--- config.mk ---
export PLATFORM = sky130hd
export DESIGN_NAME = pong_match_ctrl
export DESIGN_NICKNAME = d
export VERILOG_FILES = /design/src/rtl/pong_pkg.sv /design/src/rtl/pong_timer.sv /design/src/rtl/pong_match_ctrl.sv
export SDC_FILE = /design/constraint.sdc
export NUM_CORES = 1
export LEC_CHECK = 0
export CELL_PAD_IN_SITES_DETAIL_PLACEMENT = 1
export CELL_PAD_IN_SITES_GLOBAL_PLACEMENT = 2
export CORE_UTILIZATION = 39
export CTS_BUF_LIST = sky130_fd_sc_hd__clkbuf_8
export DETAILED_ROUTE_END_ITERATION = 8
export PLACE_DENSITY_LB_ADDON = 0.1
export SLEW_MARGIN = 20
export SYNTH_ARGS = -nofsm -noshare
export SYNTH_HDL_FRONTEND = slang
export SYNTH_SLANG_ARGS = --single-unit
export TNS_END_PERCENT = 1
--- constraint.sdc ---
create_clock -name clk -period 5.3 [get_ports clk]
set_input_delay 1.06 -clock clk [delete_from_list [all_inputs] [get_ports clk]]
set_output_delay 1.06 -clock clk [all_outputs]
set_load 0.02 [all_outputs]
--- src/rtl/pong_pkg.sv ---
// Shared types and codes for the pong match controller.
// State encoding is exported on the state port for debug LEDs.
package pong_pkg;

  typedef enum logic [2:0] {
    ST_IDLE  = 3'd0,
    ST_SERVE = 3'd1,
    ST_PLAY  = 3'd2,
    ST_PAUSE = 3'd3,
    ST_POINT = 3'd4,
    ST_OVER  = 3'd5
  } state_t;

  localparam logic SERVE_RIGHT = 1'b0;
  localparam logic SERVE_LEFT  = 1'b1;

  localparam logic [1:0] WIN_NONE = 2'b00;
  localparam logic [1:0] WIN_P1   = 2'b01;
  localparam logic [1:0] WIN_P2   = 2'b10;

endpackage

--- src/rtl/pong_timer.sv ---
// Loadable down-counter; done while the count sits at zero.
// Shared by serve countdown, point hold and the game-over blink.
module pong_timer #(
  parameter int W = 26
) (
  input  logic         clk,
  input  logic         reset,
  input  logic         load,
  input  logic         en,
  input  logic [W-1:0] load_val,
  output logic         done
);

  logic [W-1:0] cnt;

  always_ff @(posedge clk) begin
    if (reset)
      cnt <= '0;
    else if (load)
      cnt <= load_val;
    else if (en && cnt != '0)
      cnt <= cnt - W'(1);
  end

  assign done = (cnt == '0);

endmodule

--- src/rtl/pong_match_ctrl.sv ---
// Match-flow controller: serve, play, pause, point hold, game over.
// Owns both scores and gates the movement core via play_en/ball_reset.
module pong_match_ctrl
  import pong_pkg::*;
#(
  parameter int SCORE_W     = 4,
  parameter int WIN_SCORE   = 9,
  parameter int SERVE_DELAY = 50_000_000,
  parameter int POINT_HOLD  = 25_000_000,
  parameter int CNT_W       = 26
) (
  input  logic               clk,
  input  logic               reset,
  input  logic               start,
  input  logic               pause_toggle,
  input  logic               p1_point,
  input  logic               p2_point,
  output logic               play_en,
  output logic               ball_reset,
  output logic               serve_dir,
  output logic [SCORE_W-1:0] p1_score,
  output logic [SCORE_W-1:0] p2_score,
  output logic [1:0]         winner,
  output logic [2:0]         state,
  output logic               blink
);

  localparam logic [CNT_W-1:0] SERVE_LD =
    CNT_W'(SERVE_DELAY - 1);
  localparam logic [CNT_W-1:0] HOLD_LD =
    CNT_W'(POINT_HOLD - 1);
  localparam logic [SCORE_W-1:0] WIN =
    SCORE_W'(WIN_SCORE);
  localparam logic [SCORE_W-1:0] ONE =
    SCORE_W'(1);

  state_t st, st_n;
  logic [SCORE_W-1:0] p1_n, p2_n;
  logic [1:0] win_n;
  logic dir_n, blink_n, ball_n;
  logic t_load, t_en, t_done;
  logic [CNT_W-1:0] t_val;

  pong_timer #(.W(CNT_W)) u_timer (
    .clk      (clk),
    .reset    (reset),
    .load     (t_load),
    .en       (t_en),
    .load_val (t_val),
    .done     (t_done)
  );

  always_comb begin
    st_n    = st;
    p1_n    = p1_score;
    p2_n    = p2_score;
    dir_n   = serve_dir;
    win_n   = winner;
    blink_n = blink;
    ball_n  = 1'b0;
    t_load  = 1'b0;
    t_en    = 1'b0;
    t_val   = SERVE_LD;
    unique case (st)
      ST_IDLE: begin
        if (start) begin
          p1_n   = '0;
          p2_n   = '0;
          st_n   = ST_SERVE;
          t_load = 1'b1;
          ball_n = 1'b1;
        end
      end
      ST_SERVE: begin
        if (t_done) st_n = ST_PLAY;
        else        t_en = 1'b1;
      end
      ST_PLAY: begin
        t_val = HOLD_LD;
        if (p1_point && p2_point) begin
          dir_n  = ~serve_dir;
          st_n   = ST_POINT;
          t_load = 1'b1;
        end else if (p1_point) begin
          p1_n   = p1_score + ONE;
          dir_n  = SERVE_RIGHT;
          st_n   = ST_POINT;
          t_load = 1'b1;
        end else if (p2_point) begin
          p2_n   = p2_score + ONE;
          dir_n  = SERVE_LEFT;
          st_n   = ST_POINT;
          t_load = 1'b1;
        end else if (pause_toggle) begin
          st_n = ST_PAUSE;
        end
      end
      ST_PAUSE: begin
        if (pause_toggle) st_n = ST_PLAY;
      end
      ST_POINT: begin
        if (!t_done) begin
          t_en = 1'b1;
        end else if (p1_score == WIN) begin
          win_n  = WIN_P1;
          st_n   = ST_OVER;
          t_load = 1'b1;
          t_val  = HOLD_LD;
        end else if (p2_score == WIN) begin
          win_n  = WIN_P2;
          st_n   = ST_OVER;
          t_load = 1'b1;
          t_val  = HOLD_LD;
        end else begin
          st_n   = ST_SERVE;
          t_load = 1'b1;
          ball_n = 1'b1;
        end
      end
      ST_OVER: begin
        if (start) begin
          p1_n    = '0;
          p2_n    = '0;
          win_n   = WIN_NONE;
          blink_n = 1'b0;
          st_n    = ST_SERVE;
          t_load  = 1'b1;
          ball_n  = 1'b1;
        end else if (t_done) begin
          // reload so blink has a full half-period each phase
          blink_n = ~blink;
          t_load  = 1'b1;
          t_val   = HOLD_LD;
        end else begin
          t_en = 1'b1;
        end
      end
      default: st_n = ST_IDLE;
    endcase
  end

  always_ff @(posedge clk) begin
    if (reset) begin
      st         <= ST_IDLE;
      p1_score   <= '0;
      p2_score   <= '0;
      serve_dir  <= SERVE_RIGHT;
      winner     <= WIN_NONE;
      blink      <= 1'b0;
      ball_reset <= 1'b0;
      play_en    <= 1'b0;
    end else begin
      st         <= st_n;
      p1_score   <= p1_n;
      p2_score   <= p2_n;
      serve_dir  <= dir_n;
      winner     <= win_n;
      blink      <= blink_n;
      ball_reset <= ball_n;
      play_en    <= (st_n == ST_PLAY);
    end
  end

  assign state = st;

endmodule
==> summary.md <==
| Metric | Value |
|---|---|
| Top-Level Pins | `23` |
| Synthesized netlist cell count | `271` |
| Critical path data arrival time | `3.26 ns` |
| Total DRC errors in the routed layout | `0` |
| Post-detail-place hpwl | `about 4300 um` |
| Worst skew pair latency | `~0.3 ns` |
| Ys async rst share | `0%` |
| Portion of the post-synthesis area used by sequential elements | `between 30% and 40%` |
| Post-synthesis area per instance | `between 8 and 9 um^2` |
| Core area | `~5700 um^2` |
| Starting utilization of the core area | `a little over two fifths` |
| Post-placement cell area | `approximately 2600 um^2` |
| Routed wire length per instance | `16.3 um` |
| Hold Violations, Final | `0` |
| Setup TNS after final layout | `0 ns` |
| RSZ-0062 raised after global routing | `no` |
| Setup Buffers After CTS | `0` |
| Clock-pin slew of the registers on the worst-case setup and hold paths | `~0.090 ns` |
| Gp weighted congestion | `0.734` |
| Pre-antenna DRT Iters | `4` |
| Routed WL | `between 5000 and 6000 um` |
| Clk root buf | `clkbuf_8` |
| DRT iter0 DRCs | `47` |
| Synthesis-to-finish area growth | `17.3%` |
| Inserted Clock Buffers | `5` |
| Status | `finished, final reports clean` |
| Post-CTS Hold Fix Bufs | `0` |
| Worst setup skew after layout | `0.00659 ns` |
| Storage element area | `~860 um^2` |
| Static Leak | `between 0.9 and 1 nW` |
| Via count of the first global-routing pass | `between 2000 and 2500` |
| Largest fanout of any net on the critical path | `7` |
| Power per cell area | `between 300 and 400 nW/um^2` |
| Highest metal layer with signal wires | `met4` |
| Number of enable flip-flop cells after synthesis | `0` |
| Clock tree from TritonCTS | `built` |
| Via-per-instance ratio | `around 5.8` |
| Y dimension of the die | `79.8 um` |
| Maximum number of buffers from clock root to sink | `2` |
| Critical Setup Path Class | `primary input to flop` |
| # port buffers | `22` |
| Critical path capture point type | `flop` |
| Final Critical Period | `3.03 ns` |
| Achievable frequency | `0.330 GHz` |
| Req. time, crit path | `around 5.5 ns` |
| Global-route total usage across every layer | `20.3%` |
| Initial antenna violation count | `0` |
| Synthesis-stage register bit count | `43` |
| Post-synthesis cell area | `roughly 2400 um^2` |
| CTS HTree Levels | `2` |
| Post-route design area | `2770 um^2` |
| Met3 wirelength from detailed routing | `about 180 um` |
| Die area | `between 6000 and 7000 um^2` |
| Overall overflow remaining after global route | `0` |
| Resized Gates After CTS | `0` |
| Die extent in x | `approximately 80 um` |
| Max-capacitance violation count | `0` |
| Number of clock sinks seen by CTS | `between 40 and 50` |
| Pin count of the biggest net entering global routing | `27` |
| Layout cell share with drive strength beyond 1 | `12.7%` |
| Hold WS | `about 0.5 ns` |
| Antenna Cells | `0` |
| Post-layout net count | `around 300` |
| Wire length of the first global-routing pass | `approximately 10000 um` |
| Routed length on met1 | `approximately 2800 um` |
| Remaining antenna violation count | `0` |
| Type of origin of the critical path | `primary input` |
| Most used flip-flop cell after synthesis | `dfxtp_1` |
| Final core utilization | `about half` |
| Met2 wire length | `2890 um` |
| Multi-input gate area in the final layout | `1420 um^2` |
| Total number of yosys warnings | `0` |
| Worst min path class | `flop to flop` |
| Rel. slew slack | `~44%` |
| Setup violators final | `0` |
| Fill cell count | `roughly 670` |
| Worst vdd rail ir drop | `~0.11 mV` |
| Post-route total power | `~0.89 mW` |
| Slew @ Worst Pin | `approximately 0.83 ns` |
| Synth cell types | `between 50 and 60` |
| Number of placement rows | `27` |
| Ratio of final minimum period to clock period | `between 50% and 60%` |
| Via count | `around 2100` |
| Net count of the mapped netlist | `about 280` |
| Final slew viol count | `0` |
==> cells in the mapped netlist (all sizes together) (5+ instances only) <==
master	count	area, um^2
or3	10	68.8
nor2	19	71.3
dfxtp	43	861
a21oi	16	80.1
a31oi	13	81.3
inv	6	22.5
clkbuf	10	37.5
nor3	8	51.3
nand3b	5	37.5
nor4	7	58.8
o21ai	13	65.1
o31ai	8	60.1
xor2	7	61.3
xnor2	8	70.1
ha	5	62.6
or4	11	97.6
nand2	14	55.1
nand2b	7	43.8
==> worst paths after layout <==
path / startpoint / to / slack [ns] / cells past startpoint
hold reg to reg: serve_dir / serve_dir / 0.49 / 2
setup reg to reg: u_timer.cnt[13] / play_en / 2.71 / 5
setup / recovery: start / u_timer.cnt[19] / 2.27 / 6
hold / removal: serve_dir / serve_dir / 0.49 / 2
==> worst max-delay path: stages <==
cell and delay (ns):
clkdlybuf4s50_1 0.50, and3_1 0.22, nor2b_1 0.40, nand2_1 0.24, or4_2 0.68, a31oi_1 0.17
==> sequential cells by signal (all words and copies together) (netlist names) <==
| signal | count |
|---|---|
| p1_score | 4 |
| p2_score | 4 |
| winner | 2 |
| u_timer.cnt | 26 |
| serve_dir | 1 |
| ball_reset | 1 |
| state | 3 |
| blink | 1 |
| play_en | 1 |
==> where the power goes <==
group | switching, mW | internal, mW
registers | 0.0333 | 0.350
clock network | 0.123 | 0.188
logic | 0.114 | 0.0816
==> kinds of logic (layout without fill, tap and decap cells) <==
group                      Yosys count  count (layout)  synth area share, %
and+or+nand+nor                    112             112                 29.4
AOI/OAI and AO/OA                   73              73                 20.6
DFF                                 43              43                 36.5
muxes                                4               4                 1.80
xor gates and xnor gates            15              15                 5.56
adders and majority gates            5               5                 2.65
buffers and inverters               19              39                 3.55
==> layout by cell type (no fill, tap or decap), types with 5 or more instances in the layout <==
| master | count |
|---|---|
| a21oi_1 | 16 |
| a31oi_1 | 13 |
| clkbuf_8 | 5 |
| clkdlybuf4s50_1 | 22 |
| dfxtp_1 | 43 |
| ha_1 | 5 |
| inv_1 | 6 |
| nand2_1 | 13 |
| nand2b_1 | 7 |
| nand3b_1 | 5 |
| nor2_1 | 19 |
| nor3_1 | 7 |
| nor4_1 | 6 |
| o21ai_0 | 13 |
| o31ai_1 | 8 |
| or3_1 | 5 |
| or3_2 | 5 |
| or4_1 | 5 |
| xnor2_1 | 8 |
| xor2_1 | 7 |
==> through the flow <==
step                      std cells  setup slack [ns]
final                           363              2.27
after global routing            363              2.13
after CTS                       363              2.27
after detailed placement        355              1.99
after global placement          355              2.05
after floorplan                 271              2.77
==> area by class of cell <==
type	instances	share of cell area, %
Tap cell	72	3.25
Multi-Input combinational cell	209	51.2
Clock buffer	5	2.49
Sequential cell	43	31.1
Timing Repair Buffer	25	8.77
Clock inverter	3	2.44
Inverter	6	0.813
==> routing by layer <==
metal  vias up  global-route usage, %
li1       1061                      -
met1      1003                   25.2
met2        31                   35.1
met3         8                   4.23
met4         0                   6.25
met5         -                      0
Note: power is estimated with default switching activity, not from simulation.
